[config.mk]
export PLATFORM = sky130hd
export DESIGN_NAME = seg_chaser_gen
export DESIGN_NICKNAME = d
export VERILOG_FILES = /design/src/rtl/seg_chaser_pkg.sv /design/src/rtl/seg_prescaler.sv /design/src/rtl/seg_chaser_gen.sv
export SDC_FILE = /design/constraint.sdc
export NUM_CORES = 1
export LEC_CHECK = 0
export CAP_MARGIN = 0
export CORE_ASPECT_RATIO = 1.2
export CORE_MARGIN = 4
export CORE_UTILIZATION = 40
export CTS_BUF_LIST = sky130_fd_sc_hd__clkbuf_8
export DETAILED_ROUTE_END_ITERATION = 12
export PLACE_DENSITY = 0.68
export SYNTH_ARGS = -nofsm -noshare
export SYNTH_HDL_FRONTEND = slang
export SYNTH_HIERARCHICAL = 1
export SYNTH_SLANG_ARGS = --single-unit
[constraint.sdc]
create_clock -name clk -period 2.16 [get_ports clk]
set_input_delay 0.216 -clock clk [delete_from_list [all_inputs] [get_ports clk]]
set_output_delay 0.216 -clock clk [all_outputs]
set_load 0.01 [all_outputs]
[src/rtl/seg_chaser_pkg.sv]
// Shared definitions for the seven-segment chase animator: segment indices,
// mode encodings, pattern tables and pattern helpers.
package seg_chaser_pkg;

    localparam int SEG_A  = 0;
    localparam int SEG_B  = 1;
    localparam int SEG_C  = 2;
    localparam int SEG_D  = 3;
    localparam int SEG_E  = 4;
    localparam int SEG_F  = 5;
    localparam int SEG_G  = 6;
    localparam int SEG_DP = 7;

    typedef enum logic [1:0] {
        MODE_FIG8    = 2'd0,
        MODE_CIRCLE  = 2'd1,
        MODE_VBOUNCE = 2'd2,
        MODE_BLINK   = 2'd3
    } mode_e;

    typedef logic [2:0] ptr_t;
    typedef logic [6:0] seg_mask_t;

    localparam seg_mask_t M_A = seg_mask_t'(1) << SEG_A;
    localparam seg_mask_t M_B = seg_mask_t'(1) << SEG_B;
    localparam seg_mask_t M_C = seg_mask_t'(1) << SEG_C;
    localparam seg_mask_t M_D = seg_mask_t'(1) << SEG_D;
    localparam seg_mask_t M_E = seg_mask_t'(1) << SEG_E;
    localparam seg_mask_t M_F = seg_mask_t'(1) << SEG_F;
    localparam seg_mask_t M_G = seg_mask_t'(1) << SEG_G;

    localparam seg_mask_t FIG8_TBL    [8] = '{M_A, M_B, M_G, M_E, M_D, M_C, M_G, M_F};
    localparam seg_mask_t CIRCLE_TBL  [6] = '{M_A, M_B, M_C, M_D, M_E, M_F};
    localparam seg_mask_t VBOUNCE_TBL [4] = '{M_A, M_G, M_D, M_G};
    localparam seg_mask_t BLINK_TBL   [2] = '{7'h7F, 7'h00};

    function automatic logic [3:0] pattern_len(input mode_e m);
        logic [3:0] len;
        case (m)
            MODE_FIG8:    len = 4'd8;
            MODE_CIRCLE:  len = 4'd6;
            MODE_VBOUNCE: len = 4'd4;
            MODE_BLINK:   len = 4'd2;
            default:      len = 4'd2;
        endcase
        return len;
    endfunction

    // Last valid pointer value; the wrap point for forward stepping.
    function automatic ptr_t pattern_last(input mode_e m);
        logic [3:0] last;
        last = pattern_len(m) - 4'd1;
        return last[2:0];
    endfunction

    function automatic seg_mask_t pattern_head(input mode_e m, input ptr_t p);
        seg_mask_t head;
        case (m)
            MODE_FIG8:    head = FIG8_TBL[p];
            MODE_CIRCLE:  head = (p < 3'd6) ? CIRCLE_TBL[p] : '0;
            MODE_VBOUNCE: head = VBOUNCE_TBL[p[1:0]];
            MODE_BLINK:   head = BLINK_TBL[p[0]];
            default:      head = '0;
        endcase
        return head;
    endfunction

endpackage

[src/rtl/seg_prescaler.sv]
// Step-rate prescaler: counts up to a speed-derived limit and pulses tick.
module seg_prescaler #(
    parameter int COUNTER_WIDTH = 24,
    parameter int SPEED_BITS    = 3
) (
    input  logic                  clk,
    input  logic                  reset,
    input  logic [SPEED_BITS-1:0] speed_q,
    output logic                  tick
);

    localparam int LOW_BITS = COUNTER_WIDTH - SPEED_BITS;

    logic [COUNTER_WIDTH-1:0] cnt_q;
    logic [COUNTER_WIDTH-1:0] cnt_d;
    logic [COUNTER_WIDTH-1:0] limit;

    // Inverting speed makes larger speed values give a shorter period; the
    // >= compare copes with a limit that drops below the current count.
    always_comb begin
        limit = {~speed_q, {LOW_BITS{1'b1}}};
        tick  = (cnt_q >= limit);
        cnt_d = tick ? '0 : cnt_q + 1'b1;
    end

    always_ff @(posedge clk) begin
        if (reset) begin
            cnt_q <= '0;
        end else begin
            cnt_q <= cnt_d;
        end
    end

endmodule

[src/rtl/seg_chaser_gen.sv]
// Seven-segment chase animator: pattern pointer, dimmed trail and registered
// segment outputs driven from the step prescaler.
module seg_chaser_gen
    import seg_chaser_pkg::*;
#(
    parameter int COUNTER_WIDTH = 24,
    parameter int SPEED_BITS    = 3,
    parameter bit TRAIL_EN      = 1'b1,
    parameter bit ACTIVE_LOW    = 1'b1
) (
    input  logic                  clk,
    input  logic                  reset,
    input  logic [SPEED_BITS-1:0] speed,
    input  logic                  dir,
    input  logic [1:0]            mode,
    input  logic                  hold,
    output logic [7:0]            seg_out,
    output logic                  step_o
);

    localparam logic [7:0] SEG_OFF = ACTIVE_LOW ? 8'hFF : 8'h00;

    logic [SPEED_BITS-1:0] speed_q, speed_d;
    mode_e                 mode_q, mode_d;
    logic                  hold_q, hold_d;
    ptr_t                  ptr_q, ptr_d;
    seg_mask_t             tail_q, tail_d;
    logic [1:0]            pwm_q, pwm_d;
    logic                  step_q, step_d;
    logic [7:0]            seg_q, seg_d;

    logic                  tick;
    seg_mask_t             head;
    logic                  trail_on;
    logic [7:0]            lit;

    seg_prescaler #(
        .COUNTER_WIDTH(COUNTER_WIDTH),
        .SPEED_BITS   (SPEED_BITS)
    ) u_prescaler (
        .clk    (clk),
        .reset  (reset),
        .speed_q(speed_q),
        .tick   (tick)
    );

    always_comb begin
        speed_d  = speed;
        mode_d   = mode_e'(mode);
        hold_d   = hold;
        pwm_d    = pwm_q + 2'd1;
        ptr_d    = ptr_q;
        tail_d   = tail_q;
        step_d   = 1'b0;

        head     = pattern_head(mode_q, ptr_q);
        trail_on = (pwm_q == 2'd0);

        lit      = '0;
        lit[6:0] = head;
        if (TRAIL_EN && (mode_q != MODE_BLINK) && trail_on) begin
            lit[6:0] = head | tail_q;
        end
        lit[SEG_DP] = hold_q;
        seg_d    = ACTIVE_LOW ? ~lit : lit;

        // A mode switch restarts the new pattern and outranks a coincident tick.
        if (mode_d != mode_q) begin
            ptr_d  = '0;
            tail_d = '0;
        end else if (tick && !hold_q) begin
            step_d = 1'b1;
            tail_d = head;
            if (dir) begin
                ptr_d = (ptr_q == pattern_last(mode_q)) ? ptr_t'(0) : ptr_q + 3'd1;
            end else begin
                ptr_d = (ptr_q == 3'd0) ? pattern_last(mode_q) : ptr_q - 3'd1;
            end
        end
    end

    always_ff @(posedge clk) begin
        if (reset) begin
            speed_q <= '0;
            mode_q  <= MODE_FIG8;
            hold_q  <= 1'b0;
            ptr_q   <= '0;
            tail_q  <= '0;
            pwm_q   <= '0;
            step_q  <= 1'b0;
            seg_q   <= SEG_OFF;
        end else begin
            speed_q <= speed_d;
            mode_q  <= mode_d;
            hold_q  <= hold_d;
            ptr_q   <= ptr_d;
            tail_q  <= tail_d;
            pwm_q   <= pwm_d;
            step_q  <= step_d;
            seg_q   <= seg_d;
        end
    end

    assign seg_out = seg_q;
    assign step_o  = step_q;

endmodule

# --- Yosys cells after proc, flatten, opt, wreduce, memory -nomap -nowiden ---
# Memory sizes are Yosys's and may differ from the RTL's.
# Index checks and enable logic that the tools add are counted.
word_totals:
  in_bits: 9
  wordCells: 66
  reg_bits: 51
  n_memories: 2
  output_inout_bits: 9
  rom_bits: 112
memory_table:
  columns: ["name", "depth", "width", "read_ports", "rd_ports_with_merged_regs", "write_ports", "line", "rtl"]
  rows:
  - ["(no name shown)", 8, 7, 1, 0, 0, "seg_chaser_pkg.sv:60", "MODE_CIRCLE: head = (p < 3'd6) ? CIRCLE_TBL[p] : '0;"]
  - ["(no name shown)", 8, 7, 1, 0, 0, "seg_chaser_pkg.sv:59", "MODE_FIG8: head = FIG8_TBL[p];"]
op_classes:
  bitwise_logic: 6
  n_reduce_logical: 8
  n_lt_le_gt_ge: 5
  addsub: 6
  eq_ne: 6
  n_mux: 24
ops:
  columns: ["op", "n"]
  rows:
  - ["7-bit 2-to-1 mux", 11]
  - ["7-bit case mux with 4 select lines", 1]
  - ["3-bit 2-to-1 mux", 9]
  - ["24-bit by 1-bit adder with 24-bit output (second input constant)", 1]
  - ["24-bit >= comparator", 1]
  - ["7-bit binary-select mux with 2-bit select", 1]
  - ["3-bit case mux with 4 select lines", 1]
  - ["3-bit by 1-bit subtractor with 3-bit output (second input constant)", 3]
  - ["8-bit inverter", 1]
  - ["7-bit OR", 1]
  - ["2-bit == test (second input constant)", 2]
  - ["4-bit >= comparator (second input constant)", 1]
  - ["2-bit zero test", 2]
  - ["3-bit inverter with 4-bit output", 1]
  - ["2-bit OR reduction", 2]
  - ["3-bit by 1-bit adder with 3-bit output (second input constant)", 1]
  - ["3-bit == test", 1]
  - ["3-bit >= comparator (second input constant)", 1]
  - ["3-bit zero test", 1]
  - ["3-bit < comparator (second input constant)", 1]
  - ["2-bit inverter with 3-bit output", 1]
  - ["3-bit inverter", 1]
  - ["2-bit by 1-bit adder with 2-bit output (second input constant)", 1]
  - ["2-bit by 1-bit == test with 1-bit output (second input constant)", 1]
  - ["7 further kinds", 8]

# --- Depth between registers and ports, before layout ---
logic_depth:
  ltp_word: 9
  depth_mapped: 10
  ltp_nobuf: 9

# --- Cells and area by module ---
# Netlist, hierarchy kept.
modules_own_cells:
  columns: ["module", "instances", "seq_area_each_um2", "cells_each", "area_per_inst_um2"]
  rows:
  - ["seg_chaser_gen", 1, 540.5, 147, 1302.5]
  - ["seg_prescaler", 1, 480.5, 137, 1151.1]

# --- Least setup slack after synthesis ---
# Ideal clock, no wire load.
synth_timing:
  path_kind: "reg2reg"
  startpoint: "register u_prescaler.cnt_q[0]"
  endpoint: "register tail_q[5]"
  setup_time_ns: 0.070
  path_slack_ns: 0.162
  path_stages_with_launch: 11
  t_arrival_ns: 1.928
  n_path_buf: 2
  required_time_ns: 2.090
  period_less_slack_ns: 1.998
  cell_sequence: "dfxtp_1 ha_1 nand4_1 nor3_1 nand2_1 nand2_1 nor2b_1 buf_2 clkbuf_1 o211ai_1 a21oi_1"
synth_via:
  elab_chain_cells: 2
synth_lines:
  columns: ["element", "line", "rtl"]
  rows:
  - ["from (decl)", "seg_prescaler.sv:14", "logic [COUNTER_WIDTH-1:0] cnt_q;"]
  - ["from (signal assigned)", "seg_prescaler.sv:30", "cnt_q <= cnt_d;"]
  - ["24-bit >= comparator", "seg_prescaler.sv:22", "tick = (cnt_q >= limit);"]
  - ["net tick", "seg_chaser_gen.sv:32", "logic tick;"]
  - ["1-bit logical AND", "seg_chaser_gen.sv:71", "end else if (tick && !hold_q) begin"]
  - ["to (signal assigned)", "seg_chaser_gen.sv:97", "tail_q <= tail_d;"]
  - ["to (decl)", "seg_chaser_gen.sv:27", "seg_mask_t tail_q, tail_d;"]
# The timed path passes the listed nets, and every way through them passes these cells.
# A chain may end at the register's enable or synchronous reset.

# --- Final worst setup path ---
layout_timing:
  startpoint: "register u_prescaler.cnt_q[0]"
  endpoint: "register u_prescaler.cnt_q[16]"
layout_via:
  elab_chain_cells: 2
  elab_cells_between_ends: 3
  cone_classes: "add/sub (1); order compare (1); reduce/logical (1)"
layout_lines:
  columns: ["element", "line"]
  rows:
  - ["24-bit >= comparator", "seg_prescaler.sv:22"]
  - ["2-bit OR reduction (no line)", null]
# Parallel ways exist; a longest one is shown, timed or not.

==> results.cfg <==
[drt]
final_antenna_net_count = 0
vias_per_cell = 5.325
wl_per_cell_um = 13.03
drc = 0
first_pass_iters = 4
wirelength_um = 5096
num_vias = 2082
first_iter_violations = 74

[worst_setup_path]
crit_path_start_kind = flop
path_max_fanout = 6
cp-end-kind = flop
worstSetupPathType = flop to flop
crit_start = u_prescaler/cnt_q[0]
critPathArrivalTime_ns = 2.27
crit_required_ns = 2.40
r2r-start = u_prescaler/cnt_q[0]
rrSetupSlack_ns = 0.13

[worst_hold_path]
hold_class = flop to flop
hp-start = pwm_q[0]

[clocking]
cts-buffers-inserted = 5
tritoncts = yes
cts.clk_slew.worst_paths_ns = 0.09
htree_levels = 2
clkLatencyLatePin_ns = 0.30
clkSinkCount = 51
cts_max_path_buffers = 2
clockRootBuffer = clkbuf_8

[synth]
synth_edf_count = 0
ys_ff_latch = 51
syn_area_per_cell_um2 = 8.639
synthesis.area_um2 = 2454
yosysWarnings = 6
synth.net_count = 309
synth.distinct_cells = 42
synth-main-ff-cell = dfxtp_1
syn_inst = 284
ys_seq_area_share_pct = 41.61
async_flop_share_pct = 0

[layout]
syn2layout_area_growth_pct = 17.13
utilization_pct = 47.80
fillers = 586
antenna_cells = 0
nets = 333
drive_gt1_share_pct = 8.091
multi_input_area_um2 = 1340
regArea_um2 = 1021
design_area_um2 = 2874

[placed_design]
numPortBuffers = 17
dpl-instance-area_um2 = 2766
gp_congestion = 0.8205
dp_hpwl_um = 3738

[pwr]
power_leakage_uw = 0.001002
swShare_pct = 24.01
clockPowerShare_pct = 32.8
p_int_uw = 1242
combPwrFrac_pct = 7.9
cellPowerDensity_nw_per_um2 = 568.6
p_switching_uw = 392.3
vdd_ir_drop_max_mv = 0.3006
pwr-share-seq_pct = 59.3

[floorplanning]
start_util_pct = 40.81
core_area_um2 = 6012
die_area_um2 = 7456
rows = 31
ios = 18
fp.dieW_um = 79.50
dieHeight_um = 93.80

[timing]
fmax_mhz = 492.4
setup_viol = 0
finalCritPeriodShare_pct = 94.01
fin_skew_ns = 0.01084
slew_headroom_pct = 58.69
worstMarginPinSlew_ns = 0.6184
fin_tns_setup_ns = 0
hold_violations = 0
rsz0062_at_grt = false
maxSlewViolCount = 0
period_needed_ns = 2.031

[grt]
grt_pass1_wl_um = 8369
grtUsageTotal_pct = 14.20
overflow = 0
grt_max_degree = 18
antenna_found_initial = 0
grt_pass1_vias = 1967

[outcome]
status = finished, final reports clean

[job]
maxCapViolCount = 0
==> registers in the layout, indices dropped and copies added, names as in the netlist <==
name               count
u_prescaler/cnt_q     24
seg_out                8
tail_q                 7
ptr_q                  3
speed_q                3
mode_q                 2
pwm_q                  2
hold_q                 1
step_o                 1
==> synth_stat cells (all sizes together), types with 4 or more instances <==
cell	count	area share, %
nor4	4	1.0
nor2b	9	2.3
nor2	37	5.7
a21oi	16	3.3
nand2	19	2.9
a211oi	7	2.1
xor2	6	2.1
clkbuf	6	0.92
or3	8	2.0
o21ai	10	2.0
dfxtp	51	42
xnor2	11	3.9
nor3	4	0.82
nand3	8	1.8
ha	16	8.2
a21o	9	2.8
inv	15	2.3
nand4	11	3.1
nand2b	5	1.3
or4	5	1.5
buf	5	1.0
==> area by class of cell <==
cell class                      count  share of cell area [%]
Multi-Input combinational cell    207                   46.63
Clock buffer                        5                   2.394
Timing Repair Buffer               28                   9.360
Tap cell                           82                   3.570
Inverter                           15                   1.959
Clock inverter                      3                  0.5660
Sequential cell                    51                   35.52
==> layout by cell type (no fill, tap or decap), drive strengths merged, types with 2 or more instances in the layout <==
master,instances
and2,2
nor2,37
inv,16
xor2,6
nand4,11
clkdlybuf4s50,17
o211ai,2
a211o,2
o21ai,10
nand2,19
ha,16
a311oi,2
buf,11
dfxtp,51
a21oi,16
nand3b,2
a31oi,2
a211oi,7
nor2b,9
or4,5
nand2b,5
or3,8
xnor2,11
nor4,4
nor3,4
clkbuf,5
a21o,9
nand3,8
==> metal layers <==
metal  global-route usage, %  vias up  part of all wire (%)
met5                       0        -                     0
met4                   6.590        0                   1.3
met3                   3.263        6                   3.0
met2                   26.32       37                    53
met1                   14.88     1000                    43
li1                        -     1039                     -
==> power groups by stage <==
stage | registers [uW] | clock network, uW | logic [uW]
final | 969 | 536 | 129
after detailed placement | 992 | 0 | 130
after global placement | 991 | 0 | 127
after floorplan | 990 | 0 | 77.1
after CTS | 970 | 558 | 130
after global routing | 972 | 594 | 142
==> worst max-delay path, cell delays in order, from the launching register on <==
cell	delay, ns
dfxtp_1	0.38
ha_1	0.18
nand4_1	0.16
buf_4	0.19
or4_1	0.59
or3_1	0.34
a21oi_1	0.14
==> stage by stage <==
stage	hold slack [ns]	setup WS (ns)	power (uW)	std cells
global route	0.4387	0.006587	1709	391
global placement	0.4015	0.2004	1118	382
floorplan	0.2876	0.1618	1068	284
detailed placement	0.4061	0.1387	1121	382
finish	0.4184	0.1293	1634	391
CTS	0.4183	0.1151	1658	390
==> logic make-up after synthesis <==
kind of cell | synth area share, %
xor gates and xnor gates | 6.068
buffers and inverters | 4.232
adders and majority gates | 8.159
AOI/OAI and AO/OA | 14.94
and+or+nand+nor | 24.99
DFF | 41.61
==> path summary, 6_finish.rpt <==
check / depth (start not counted) / to
worst max-delay path: 6 / u_prescaler/cnt_q[16]
worst min register to register: 1 / pwm_q[0]
worst min-delay path: 1 / pwm_q[0]
worst max register to register: 6 / u_prescaler/cnt_q[16]
==> what timing repair did <==
action	CTS	global route
setup buffers	0	1
endpoints found under the setup margin	0	9
hold buffers	0	0
gates resized for setup	0	3
Note: power is estimated with default switching activity, not from simulation.
